**config.mk**
```make
export PLATFORM = sky130hd
export DESIGN_NAME = fibonacci_index_flat
export DESIGN_NICKNAME = d
export VERILOG_FILES = /design/src/rtl/fibonacci_index_if.sv /design/src/rtl/fibonacci_index.sv /design/src/flat_wrapper.sv
export SDC_FILE = /design/constraint.sdc
export NUM_CORES = 1
export LEC_CHECK = 0
export BUFFER_PORTS_ARGS = -buffer_cell sky130_fd_sc_hd__buf_2
export CORE_MARGIN = 10
export CORE_UTILIZATION = 26
export DETAILED_ROUTE_END_ITERATION = 6
export SYNTH_ARGS = -nofsm -noshare
export SYNTH_HDL_FRONTEND = slang
export SYNTH_SLANG_ARGS = --single-unit
```
**constraint.sdc**
```tcl
create_clock -name clk -period 2.9 [get_ports clk]
set_clock_uncertainty 0.15 [all_clocks]
set_input_delay 0.29 -clock clk [delete_from_list [all_inputs] [get_ports clk]]
set_output_delay 0.29 -clock clk [all_outputs]
set_load 0.1 [all_outputs]
```
**src/rtl/fibonacci_index_if.sv**
```systemverilog
// -----------------------------------------------------------------------------
// fibonacci_index_if
//   Bundles the start/done request and result signals of fibonacci_index.
//
//   Signals:
//     din   [WIDTH-1:0]  query value, sampled only when start is accepted
//     start              request, accepted while the block is IDLE or DONE
//     dout  [IDX_W-1:0]  result index n (smallest n with F(n) >= din)
//     exact              1 when F(n) equals the captured query
//     busy               high while the search is running
//     done               completion indication
//
//   Modports:
//     master : requester side (drives din/start, observes results)
//     slave  : the fibonacci_index block
// -----------------------------------------------------------------------------
interface fibonacci_index_if #(
    parameter int WIDTH = 16,
    parameter int IDX_W = 5
);
    logic [WIDTH-1:0] din;
    logic             start;
    logic [IDX_W-1:0] dout;
    logic             exact;
    logic             busy;
    logic             done;

    modport master (
        output din,
        output start,
        input  dout,
        input  exact,
        input  busy,
        input  done
    );

    modport slave (
        input  din,
        input  start,
        output dout,
        output exact,
        output busy,
        output done
    );
endinterface

```
**src/rtl/fibonacci_index.sv**
```systemverilog
// -----------------------------------------------------------------------------
// fibonacci_index
//   Returns the smallest index n with F(n) >= din, iterating the Fibonacci
//   sequence F(0)=0, F(1)=1, one step per clock. Also reports whether din is
//   itself a Fibonacci number.
//
//   Ports:
//     clk        rising-edge clock
//     reset      asynchronous, active-low reset
//     bus        fibonacci_index_if.slave (din, start, dout, exact, busy, done)
//     state_dbg  current FSM state: 0 = IDLE, 1 = SEARCH, 2 = DONE
//
//   Handshake: start is accepted on a rising edge where start=1 and the block
//   is IDLE or DONE; din is captured on that same edge. start while busy is
//   ignored. done is high in the cycle after the last search edge, and dout /
//   exact are valid from that cycle and hold until the next completion.
//   Latency from the accepting edge to done is n+1 cycles.
//
//   Configuration macro:
//     FIB_INDEX_STICKY_DONE_EN  when defined, DONE is held (done stays high)
//                               until the next accepted start or reset;
//                               otherwise done is a one-cycle pulse.
// -----------------------------------------------------------------------------
module fibonacci_index #(
    parameter int WIDTH = 16,
    parameter int IDX_W = 5
) (
    input  logic                  clk,
    input  logic                  reset,
    fibonacci_index_if.slave      bus,
    output logic [1:0]            state_dbg
);

    typedef enum logic [1:0] {
        IDLE   = 2'd0,
        SEARCH = 2'd1,
        DONE   = 2'd2
    } state_t;

    state_t state;
    state_t state_nxt;

    logic [WIDTH-1:0] din_q;
    // One extra bit so F(25) = 75025 fits without wrapping.
    logic [WIDTH:0]   a;
    logic [WIDTH:0]   b;
    logic [IDX_W-1:0] k;
    logic [IDX_W-1:0] dout_q;
    logic             exact_q;

    logic accept;
    logic found;

    assign accept = bus.start && ((state == IDLE) || (state == DONE));
    assign found  = (a >= {1'b0, din_q});

    // State register
    always_ff @(posedge clk or negedge reset) begin
        if (!reset) begin
            state <= IDLE;
        end else begin
            state <= state_nxt;
        end
    end

    // Next-state logic
    always_comb begin
        state_nxt = state;
        case (state)
            IDLE: begin
                if (accept) state_nxt = SEARCH;
            end
            SEARCH: begin
                if (found) state_nxt = DONE;
            end
            DONE: begin
                if (accept) begin
                    state_nxt = SEARCH;
                end else begin
`ifdef FIB_INDEX_STICKY_DONE_EN
                    state_nxt = DONE;
`else
                    state_nxt = IDLE;
`endif
                end
            end
            default: state_nxt = IDLE;
        endcase
    end

    // Output decode (registered state only, no input-to-output paths)
    always_comb begin
        bus.busy  = (state == SEARCH);
        bus.done  = (state == DONE);
        bus.dout  = dout_q;
        bus.exact = exact_q;
        state_dbg = state;
    end

    // Datapath: sequence registers, captured query and held result
    always_ff @(posedge clk or negedge reset) begin
        if (!reset) begin
            din_q   <= '0;
            a       <= '0;
            b       <= '0;
            k       <= '0;
            dout_q  <= '0;
            exact_q <= 1'b0;
        end else begin
            if (accept) begin
                din_q <= bus.din;
                a     <= '0;
                b     <= {{WIDTH{1'b0}}, 1'b1};
                k     <= '0;
            end else if (state == SEARCH) begin
                if (found) begin
                    dout_q  <= k;
                    exact_q <= (a == {1'b0, din_q});
                end else begin
                    a <= b;
                    b <= a + b;
                    k <= k + IDX_W'(1);
                end
            end
        end
    end

endmodule

```
**src/flat_wrapper.sv**
```systemverilog
// flat-port wrapper written by rule: the top's interface ports become plain ports
module fibonacci_index_flat 
#(
    parameter int WIDTH = 16,
    parameter int IDX_W = 5
)
  (clk, reset, state_dbg, bus_din, bus_start, bus_dout, bus_exact, bus_busy, bus_done);
  fibonacci_index_if #(.WIDTH(WIDTH), .IDX_W(IDX_W)) bus_i ();
  input  logic clk;
  input  logic reset;
  output logic [1:0] state_dbg;
  input wire logic [$bits(bus_i.din)-1:0] bus_din;
  input wire logic [$bits(bus_i.start)-1:0] bus_start;
  output wire logic [$bits(bus_i.dout)-1:0] bus_dout;
  output wire logic [$bits(bus_i.exact)-1:0] bus_exact;
  output wire logic [$bits(bus_i.busy)-1:0] bus_busy;
  output wire logic [$bits(bus_i.done)-1:0] bus_done;
  assign bus_i.din = bus_din;
  assign bus_i.start = bus_start;
  assign bus_dout = bus_i.dout;
  assign bus_exact = bus_i.exact;
  assign bus_busy = bus_i.busy;
  assign bus_done = bus_i.done;
  fibonacci_index #(.WIDTH(WIDTH), .IDX_W(IDX_W)) u_core (.clk(clk), .reset(reset), .bus(bus_i), .state_dbg(state_dbg));
endmodule
```
==> impl_metrics.csv <==
group,metric,value,unit
clock_tree,cts_max_level,3,
place,dpl.hpwl,5.83,mm
finish,drive_gt1_share,14.5,%
drt,num_vias,2814,
logic_synthesis,yosysWarnings,0,
logic_synthesis,synth_edf_count,0,
global_route,globalRouteMet3Util,2.29,%
logic_synthesis,synth_cell_type_count,47,
critical_path,reg2regPathDepth,8,
critical_path,reg2reg_to,"u_core.b[7]",
drt,firstDrtPassIters,4,
job,cap_violations,0,
global_route,grt_pass1_vias,2705,
global_route,grt.busiest_layer,"met2",
sta,slew_headroom,47.7,%
drt,drc_errors,0,
clock_tree,clk_pin_slew,0.05,ns
logic_synthesis,yosys-top-cells-area,"dfrtp_1, ha_1, nand2_1, a21oi_1, o21ai_0",
critical_path,crit_arrival,2.76,ns
floorplanning,row_count,42,
global_route,grt_overflow_total,0,
power,netSwitchingFraction,44.4,%
sta,finalMaxSlewViolations,0,
sta,worst_slew_pin_slew,0.784,ns
hold_path,worstHoldEndpoint,"u_core.din_q[8]",
place,portBuffers,28,
logic_synthesis,synth_top_cell_area_share,43.8,%
finish,final_cell_mix,"dfrtp_1, nand2_1, a21oi_1",
hold_path,min_delay_path_depth,3,
finish,area_growth,19.0,%
hold_path,hp-class,"in2reg",
finish,multiInputGateArea,1870,um2
finish,antenna_cells,0,
critical_path,cp-start-kind,"register",
clock_tree,clk_latency,0.34,ns
clock_tree,cts_buffers,9,
floorplanning,dieArea,18900,um2
finish,nNetsFinal,468,
critical_path,required,2.95,ns
sta,min_period,2.71,ns
floorplanning,die_w,138,um
sta,fmax,369,MHz
power,p_int,2.74,mW
clock_tree,cts_sinks,63,
drt,wl_per_cell,13.6,um
power,clockPowerShare,21.7,%
floorplanning,pin_count,29,
global_route,grtUsageMet1,10.8,%
power,pwr_density_cell,1150,nW/um2
critical_path,crit_path_end_kind,"register",
critical_path,crit_type,"reg2reg",
logic_synthesis,syn_inst,383,
logic_synthesis,synth_nets,436,
global_route,grt_pass1_wl,13.4,mm
floorplanning,start_util,26.8,%
global_route,antenna_found_initial,0,
clock_tree,cts_tree,"built",
logic_synthesis,synth_ff_type,"dfrtp_1",
clock_tree,clk_path_buf_depth,2,
global_route,grt_max_degree,50,
finish,stdcell_area,4280,um2
power,power_frac_seq,29.5,%
drt,ant_nets,0,
sta,tns,0,ns
finish,ff_latch_area,1580,um2
sta,fin_crit_sh,93.4,%
power,ir_worst_vdd,0.520,mV
clock_tree,cts_root_buffer,"clkbuf_16",
floorplanning,die_h,138,um
critical_path,r2r_slack,0.19,ns
logic_synthesis,ys_async_sr_fraction,100,%
hold_path,holdCritStartpoint,"bus_din[8]",
logic_synthesis,syn_area,3600,um2
critical_path,r2r-start,"u_core.a[8]",
logic_synthesis,synth_largest_area_cell,"dfrtp_1",
finish,fillerInstances,1378,
status,status,"finished clean",
sta,final-hold-violation-count,0,
finish,layout_commonest_cell,"dfrtp_1",
place,dpl_cell_area,3950,um2
drt,via_per_inst,4.72,
critical_path,crit_fanout,23,
place,place.gp.congestion,0.817,
logic_synthesis,ys_ff_latch,63,
floorplanning,core-area,13400,um2
drt,routed_wl,8.12,mm
power,total_leakage_power,2.05,nW
logic_synthesis,avgSynthCellArea,9.39,um2
logic_synthesis,synth.yosys.seq_area_share,43.8,%
sta,setup_viol,0,
power,combPwrFrac,48.8,%
global_route,grt_use_total,8.88,%
global_route,grt_use_met2,14.4,%
power,switchingPower,2.19,mW
drt,drt-initial-drc-count,206,
metrics by stage:
step                setup slack [ns]  util (%)  hold WS [ns]  instances  power (mW)
floorplan                     0.0569         -        -0.156        383        3.34
global placement               0.165      29.5         0.275        577        3.80
detailed placement             0.174      29.5         0.273        577        3.87
CTS                            0.140      31.9       0.00165        596        4.97
global route                -0.00285      31.9        0.0111        596        5.32
finish                         0.192      31.9       0.00846        596        4.93
sequential cells by signal, indices dropped and copies added (netlist names):
register and flops:
u_core.din_q 16, u_core.bus.exact 1, u_core.state_dbg 2, u_core.k 5
u_core.bus.dout 5, u_core.b 17, u_core.a 17
worst max-delay path, stage by stage (launching register included):
cell and delay [ns]:
dfrtp_1 0.41, ha_1 0.35, a211oi_1 0.24, o21ai_0 0.13, o221ai_1 0.41, and4_1 0.42
buf_12 0.20, mux2i_1 0.21, nor2_1 0.06
power groups by stage:
stage	Sequential (mW)	Combinational, mW	Clock [mW]
2_1_floorplan	1.60	1.74	0
3_3_place_gp	1.45	2.35	0
3_5_place_dp	1.47	2.40	0
4_1_cts	1.45	2.43	1.10
5_1_grt	1.49	2.70	1.13
6_report	1.45	2.41	1.07
synth_stat cells, types with 2 or more instances:
cell type,number
a211oi_1,3
a21o_1,6
a21oi_1,34
a31oi_1,3
and4_1,2
buf_2,4
buf_4,3
clkbuf_1,8
dfrtp_1,63
ha_1,33
inv_1,23
mux2_2,5
mux2i_1,2
nand2_1,62
nand2b_1,4
nand3_1,20
nand4_1,8
nor2_1,13
nor2b_1,5
nor3_1,3
o211ai_1,2
o21a_1,3
o21ai_0,24
o21ai_1,13
o21bai_1,2
xnor2_1,8
xor2_1,7
worst max-delay path by stage:
| stage | startpoint | end | slack (ns) | depth (start not counted) |
|---|---|---|---|---|
| final | u_core.a[8] | u_core.b[7] | 0.19 | 8 |
| after global routing | u_core.b[0] | u_core.b[16] | -0.003 | 9 |
| after CTS | u_core.b[0] | u_core.b[14] | 0.14 | 9 |
| after detailed placement | u_core.b[0] | u_core.b[14] | 0.17 | 9 |
| after global placement | u_core.b[0] | u_core.b[16] | 0.17 | 9 |
| after floorplan | u_core.state_dbg[1] | bus_done | 0.06 | 1 |
routing by layer:
layer | vias up | share of wire (%)
met5 | - | 0
met4 | 0 | 2.0
met3 | 11 | 4.0
met2 | 44 | 49
met1 | 1349 | 45
li1 | 1410 | -
final cells by class:
type	instances	area share [%]
multi-input cells	280	43.6
flip-flops and latches	63	36.9
clock buffers	13	5.85
repair buffers	38	5.50
well taps	176	5.15
inverters	23	2.02
clock inverters	3	0.994
cells by family after synthesis:
logic type	after synthesis	synth area share, %
and+or+nand+nor	123	16.5
AOI/OAI and AO/OA	101	17.0
DFF	63	43.8
buffers and inverters	40	4.84
adders and majority gates	34	12.0
xor gates and xnor gates	15	3.65
muxes	7	2.12
timing repair:
action / in CTS / in global routing
endpoints found under the hold margin: 35 / 0
buffers inserted: 0 / 0
hold buffers: 3 / 0
gates resized for setup: 0 / 1
endpoints found under the setup margin: 0 / 2
No activity file was read; power rests on OpenSTA's default activity.
